## src/rtl/imm_ext_pkg.sv

```systemverilog
// Shared definitions for the immediate-extension stage: mode encoding and
// the fixed PC increment used when forming branch targets.
package imm_ext_pkg;

  typedef enum logic [1:0] {
    MODE_ZERO   = 2'b00,
    MODE_SIGN   = 2'b01,
    MODE_UPPER  = 2'b10,
    MODE_BRANCH = 2'b11
  } imm_mode_e;

  // Branch targets are relative to the instruction following the branch.
  localparam int unsigned BR_PC_INC = 4;

endpackage

```

## src/rtl/imm_ext_core.sv

```systemverilog
// Combinational immediate extender and branch-target adder.
// Optional: IMM_EXT_OVF_DETECT_EN adds unsigned wrap detection on the target.
// Requires ad_size >= IMM_W + 2 so the shifted branch offset keeps its sign.
module imm_ext_core
  import imm_ext_pkg::*;
#(
  parameter int unsigned ad_size = 32,
  parameter int unsigned IMM_W   = 16
) (
  input  logic [IMM_W-1:0]   imm,
  input  imm_mode_e          mode,
  input  logic [ad_size-1:0] pc,
  output logic [ad_size-1:0] ext,
  output logic [ad_size-1:0] target,
  output logic               ovf
);

  localparam int unsigned PadW = ad_size - IMM_W;

  logic [ad_size-1:0] sext;
  logic [ad_size-1:0] offset;

  assign sext   = {{PadW{imm[IMM_W-1]}}, imm};
  assign offset = sext << 2;

  // Select the extended operand; only branch mode alters the passed-through PC.
  always_comb begin
    ext    = '0;
    target = pc;
    unique case (mode)
      MODE_ZERO:   ext = {{PadW{1'b0}}, imm};
      MODE_SIGN:   ext = sext;
      MODE_UPPER:  ext = {imm, {PadW{1'b0}}};
      MODE_BRANCH: begin
        ext    = offset;
        target = pc + ad_size'(BR_PC_INC) + offset;
      end
      default:     ext = '0;
    endcase
  end

`ifdef IMM_EXT_OVF_DETECT_EN
  // Two guard bits hold the true signed target; any non-zero guard means the
  // target left [0, 2^ad_size).
  logic [ad_size+1:0] wide_sum;

  assign wide_sum = {2'b00, pc} + (ad_size + 2)'(BR_PC_INC) + {{2{offset[ad_size-1]}}, offset};
  assign ovf      = (mode == MODE_BRANCH) && (wide_sum[ad_size+1:ad_size] != 2'b00);
`else
  assign ovf = 1'b0;
`endif

endmodule

```

## src/rtl/imm_extend_stage.sv

```systemverilog
// Pipelined immediate-extension stage: output register plus one skid register
// with valid/ready flow control and synchronous flush.
// Optional: IMM_EXT_OVF_DETECT_EN registers br_ovf alongside br_pc.
module imm_extend_stage
  import imm_ext_pkg::*;
#(
  parameter int unsigned ad_size = 32,
  parameter int unsigned IMM_W   = 16
) (
  input  logic               clk,
  input  logic               rst_n,
  input  logic               flush,
  input  logic               in_valid,
  output logic               in_ready,
  input  logic [IMM_W-1:0]   id_imm,
  input  logic [1:0]         id_mode,
  input  logic [ad_size-1:0] id_pc,
  output logic               out_valid,
  input  logic               out_ready,
  output logic [ad_size-1:0] se_un_address,
  output logic [ad_size-1:0] br_pc,
  output logic               br_ovf
);

  logic [ad_size-1:0] core_ext, core_target;
  logic               core_ovf;

  logic               out_valid_q, skid_valid_q;
  logic [ad_size-1:0] out_ext_q, out_pc_q, skid_ext_q, skid_pc_q;

  logic out_free, accept, load_out_skid, load_out_in, load_skid;

  imm_ext_core #(
    .ad_size(ad_size),
    .IMM_W  (IMM_W)
  ) u_core (
    .imm   (id_imm),
    .mode  (imm_mode_e'(id_mode)),
    .pc    (id_pc),
    .ext   (core_ext),
    .target(core_target),
    .ovf   (core_ovf)
  );

  // Register-only ready: no path from out_ready.
  assign in_ready = !skid_valid_q;

  // Decide where this cycle's data moves; a pending skid entry always wins the
  // output slot, which is why in_ready is low whenever the skid is occupied.
  always_comb begin
    out_free      = !out_valid_q || out_ready;
    accept        = in_valid && !skid_valid_q;
    load_out_skid = !flush && out_free && skid_valid_q;
    load_out_in   = !flush && out_free && !skid_valid_q && accept;
    load_skid     = !flush && !out_free && accept;
  end

  // Occupancy flags; flush empties both slots.
  always_ff @(posedge clk) begin
    if (!rst_n) begin
      out_valid_q  <= 1'b0;
      skid_valid_q <= 1'b0;
    end else if (flush) begin
      out_valid_q  <= 1'b0;
      skid_valid_q <= 1'b0;
    end else begin
      out_valid_q  <= out_free ? (skid_valid_q || accept) : 1'b1;
      skid_valid_q <= load_skid || (skid_valid_q && !out_free);
    end
  end

  // Output and skid payloads.
  always_ff @(posedge clk) begin
    if (!rst_n) begin
      out_ext_q  <= '0;
      out_pc_q   <= '0;
      skid_ext_q <= '0;
      skid_pc_q  <= '0;
    end else begin
      if (load_out_skid) begin
        out_ext_q <= skid_ext_q;
        out_pc_q  <= skid_pc_q;
      end else if (load_out_in) begin
        out_ext_q <= core_ext;
        out_pc_q  <= core_target;
      end
      if (load_skid) begin
        skid_ext_q <= core_ext;
        skid_pc_q  <= core_target;
      end
    end
  end

`ifdef IMM_EXT_OVF_DETECT_EN
  logic out_ovf_q, skid_ovf_q;

  // Overflow flag travels with its transaction through both slots.
  always_ff @(posedge clk) begin
    if (!rst_n) begin
      out_ovf_q  <= 1'b0;
      skid_ovf_q <= 1'b0;
    end else begin
      if (load_out_skid)    out_ovf_q <= skid_ovf_q;
      else if (load_out_in) out_ovf_q <= core_ovf;
      if (load_skid)        skid_ovf_q <= core_ovf;
    end
  end

  assign br_ovf = out_ovf_q;
`else
  logic unused_core_ovf;
  assign unused_core_ovf = core_ovf;
  assign br_ovf          = 1'b0;
`endif

  assign out_valid     = out_valid_q;
  assign se_un_address = out_ext_q;
  assign br_pc         = out_pc_q;

endmodule

```

## config.mk

```make
export PLATFORM = sky130hd
export DESIGN_NAME = imm_extend_stage
export DESIGN_NICKNAME = d
export VERILOG_FILES = /design/src/rtl/imm_ext_pkg.sv /design/src/rtl/imm_ext_core.sv /design/src/rtl/imm_extend_stage.sv
export SDC_FILE = /design/constraint.sdc
export NUM_CORES = 1
export LEC_CHECK = 0
export BUFFER_PORTS_ARGS = -buffer_cell sky130_fd_sc_hd__buf_2
export CAP_MARGIN = 20
export CORE_UTILIZATION = 40
export CTS_BUF_LIST = sky130_fd_sc_hd__clkbuf_4 sky130_fd_sc_hd__clkbuf_8
export DETAILED_ROUTE_END_ITERATION = 10
export PLACE_DENSITY = 0.66
export SLEW_MARGIN = 20
export SYNTH_ARGS = -nofsm -noshare
export SYNTH_HDL_FRONTEND = slang
export SYNTH_SLANG_ARGS = --single-unit
```

## constraint.sdc

```tcl
create_clock -name clk -period 2.7 [get_ports clk]
set_clock_uncertainty 0.2 [all_clocks]
set_input_delay 0.135 -clock clk [delete_from_list [all_inputs] [get_ports clk]]
set_output_delay 0.135 -clock clk [all_outputs]
set_load 0.005 [all_outputs]
```

==> reports/results.md <==
| Group | Result | This run |
|---|---|---|
| status | Outcome | finished, final reports clean |
| place | Placement Cell Area | 0.00963 mm² |
| drt | DRC Markers | 0 |
| floorplanning | # IOs | 122 |
| floorplanning | Effective utilization at floorplan | 41.0% |
| timing | Top achievable clock speed | 383 MHz |
| yosys | Count of mapped cells out of synthesis | 992 |
| worst setup path | Crit. End Element | flop |
| worst setup path | Data required, critical path | 2.88 ns |
| place | Post-placement cell count | 1447 |
| power | Maximum vdd drop | 0.326 mV |
| yosys | Library cell occupying the most area in the post-synthesis netlist | dfxtp_1 |
| global routing | Overall fraction of global-route tracks in use | 26.1% |
| clocking | CTS H-tree lvls | 4 |
| global routing | Vias in the first global route | 7511 |
| final layout | Final standard cell area without fillers | 0.0104 mm² |
| timing | Min Tclk post-route | 2.61 ns |
| drt | Mean routed wirelength per cell | 16.9 µm |
| yosys | Count of different cell masters after synthesis | 65 |
| global routing | Antenna violations before repair | 0 |
| place | Count of input and output buffers | 120 |
| yosys | Async S/R FF share, synth | 0% |
| timing | Count of final max-slew check failures | 0 |
| floorplanning | Die height | 141 µm |
| power | Power density over the cells | 491 mW/mm² |
| final layout | Most frequent cells in the layout | buf_4 (149), nand2_1 (130), dfxtp_1 (130) |
| global routing | Total overflow reported by the global router | 0 |
| worst setup path | Kind of critical path | input pin to flop |
| timing | Hold Vio Cnt, Final | 0 |
| drt | Vias after detailed routing | 8243 |
| yosys | Post-Synthesis Net Count | 1105 |
| yosys | Most frequently used flop master after synthesis | dfxtp_1 |
| clocking | CTS Sinks | 130 |
| power | Leakage dissipation | 4.53 nW |
| yosys | Number of warning messages in the yosys log | 0 |
| timing | Setup-violating endpoint count in the final report | 0 |
| yosys | Number of flops mapped to enable cells by yosys | 0 |
| floorplanning | Area of the placeable core | 0.0188 mm² |
| run | Max Cap Viol | 0 |
| timing | RSZ-0062 raised after global routing | false |
| drt | DRT antenna net count | 0 |
| global routing | Pin count of the biggest net entering global routing | 79 |
| yosys | Fraction of synthesized cell area taken by the top area cell type | 33.7% |
| floorplanning | Die Footprint | 0.0199 mm² |
| worst setup path | Maximum fanout encountered on the critical timing path | 4 |
| hold path | Min-delay worst type | input pin to flop |
| worst setup path | Top Family by Delay on Critical Path | adder cells |
| clocking | Clock latency reported for the late side of the worst-skew pair | 0.45 ns |
| place | Dpl hpwl | 18.9 mm |
| worst setup path | Worst Path Arrival | 2.79 ns |
| global routing | Wire length of the first global-routing pass | 40.5 mm |
| clocking | Clock-pin slew on the worst setup and hold paths | 0.09 ns |
| final layout | Area overhead of the layout relative to synthesis | 34.6% |
| clocking | Total clock buffers created by CTS | 17 |
| final layout | Fraction of final layout cells with drive strength greater than 1 | 27.7% |
| yosys | Post-synthesis instance area | 0.00773 mm² |
| final layout | Diodes inserted | 0 |
| drt | Routed wire length | 25.5 mm |
| yosys | Avg Cell Area, Syn | 7.79 µm² |
| worst setup path | Slowest cell on crit path | fa_1 |
| timing | Worst slew pin tran | 0.591 ns |
| clocking | Largest buffer count on any clock path | 2 |
| timing | Worst rel slew slack | 60.2% |
| final layout | Most common cell after layout, fill and taps aside | buf_4 |
| clocking | Clock tree from TritonCTS | done |
| clocking | Root buffer cell | clkbuf_8 |
| final layout | Final Non-Filler Cells | 1510 |
| drt | Vias per cell | 5.46 |
| floorplanning | Number of core rows | 50 |
| place | Global placer's final weighted congestion | 0.920 |
| drt | Starting DRC count in detailed routing | 653 |
| worst setup path | Buf+Inv Stages, Crit Path | 2 |
| worst setup path | Longest individual stage delay on the worst path | 0.41 ns |
| drt | TritonRoute pass-1 iters | 5 |
| worst setup path | CP Launch Type | input pin |
| timing | Part of the cycle the worst path needs | 96.7% |
| worst setup path | Worst-path cell chain | buf_2 -> ha_1 -> ha_1 -> fa_1 -> a211oi_2 -> o21ai_2 -> nand4_1 -> buf_4 -> a21oi_1 -> or3_1 -> nand4_1 -> o221ai_1 -> a21oi_1 |
| yosys | Share of synthesized area occupied by flip-flops and latches | 33.7% |
| final layout | Count of nets after finishing | 1350 |
| yosys | Number of flip-flops and latches in the synthesized netlist | 130 |
| floorplanning | Horizontal extent of the die | 141 µm |
| yosys | Cells taking the most area after synthesis | dfxtp_1 (34%), ha_1 (9.2%), a21oi_1 (6.7%) |
-- flip-flops by register name, summed over array words and instances, names as in the netlist --
signal / cells
br_pc: 32
se_un_address: 32
skid_ext_q: 32
skid_pc_q: 32
out_valid: 1
skid_valid_q: 1
-- synthesized netlist by cell type (all sizes together) (6+ instances only) --
cell / number
nand4: 9
buf: 11
nand3: 20
a31oi: 18
inv: 15
a21oi: 104
xor2: 6
and2: 8
a211o: 11
nand2b: 7
ha: 57
mux2i: 12
o221ai: 15
dfxtp: 130
xnor2: 11
o21ai: 56
a211oi: 50
o211ai: 24
a221oi: 8
nor3: 20
nor2b: 17
and3: 6
o31ai: 7
nand2: 132
clkbuf: 66
nor2: 102
a21o: 11
-- tightest hold or removal path, stage by stage --
cell	delay (ns)
buf_2	0.15
o21ai_4	0.18
nand2_1	0.12
a21oi_1	0.05
-- kinds of logic after synthesis --
group | count (synthesis) | share of synthesized area [%]
AO/OA/AOI/OAI | 340 | 29.0
XOR/XNOR | 17 | 1.93
adder cells (fa/ha/maj) | 58 | 9.49
buffers and inverters | 93 | 4.58
flip-flops | 130 | 33.7
multiplexers | 13 | 1.70
other | 1 | 0.0485
AND/OR/NAND/NOR | 340 | 19.6
-- where the power goes --
group	total (W)	switching (W)	internal (W)
Clock	0.00160	0.000888	0.000716
Combinational	0.00150	0.000787	0.000710
Sequential	0.00201	0.0000350	0.00198
Total	0.00511	0.00171	0.00340
-- what timing repair did --
item,in CTS,in global routing
endpoints found under the setup margin,0,20
hold buffers,30,0
resized for setup,0,20
hold endpoints to repair,40,0
setup buffers,0,1
-- through the flow --
| step | total power (W) | TNS (ns) | util [%] | hold WS [ns] | setup WS [ns] |
|---|---|---|---|---|---|
| 6_report | 0.00511 | 0 | 55.3 | 0.0232 | 0.0880 |
| 5_1_grt | 0.00538 | 0 | 55.3 | 0.0184 | 0.00223 |
| 4_1_cts | 0.00509 | 0 | 54.8 | 0.00173 | 0.0305 |
| 3_5_place_dp | 0.00346 | -12.01 | 51.2 | 0.198 | -0.447 |
| 3_3_place_gp | 0.00345 | -11.37 | 51.2 | 0.191 | -0.413 |
| 2_1_floorplan | 0.00281 | 0 | - | 0.0710 | 0.0000562 |
-- worst paths after layout --
check,cells past startpoint,endpoint,slack (ns),from
max,13,br_pc[19],0.09,id_imm[1]
min,4,se_un_address[25],0.02,in_valid
max reg2reg,9,br_pc[28],0.46,out_valid
min reg2reg,2,br_pc[21],0.25,br_pc[21]
-- layout make-up --
cell class	count	area (µm²)
fill	1792	8420
multi-input combinational	769	4940
sequential	130	2600
timing repair buffer	303	2100
tap	260	325
clock buffer	19	262
clock inverter	13	115
inverter	16	60.1
-- layer usage --
layer | vias up | GRT usage, % | routed length (µm)
li1 | 4114 | - | -
met1 | 3822 | 38.3 | 12400
met2 | 277 | 38.6 | 11100
met3 | 30 | 4.89 | 1650
met4 | 0 | 7.15 | 380
met5 | - | 0 | 0
No activity file was read; power rests on OpenSTA's default activity.
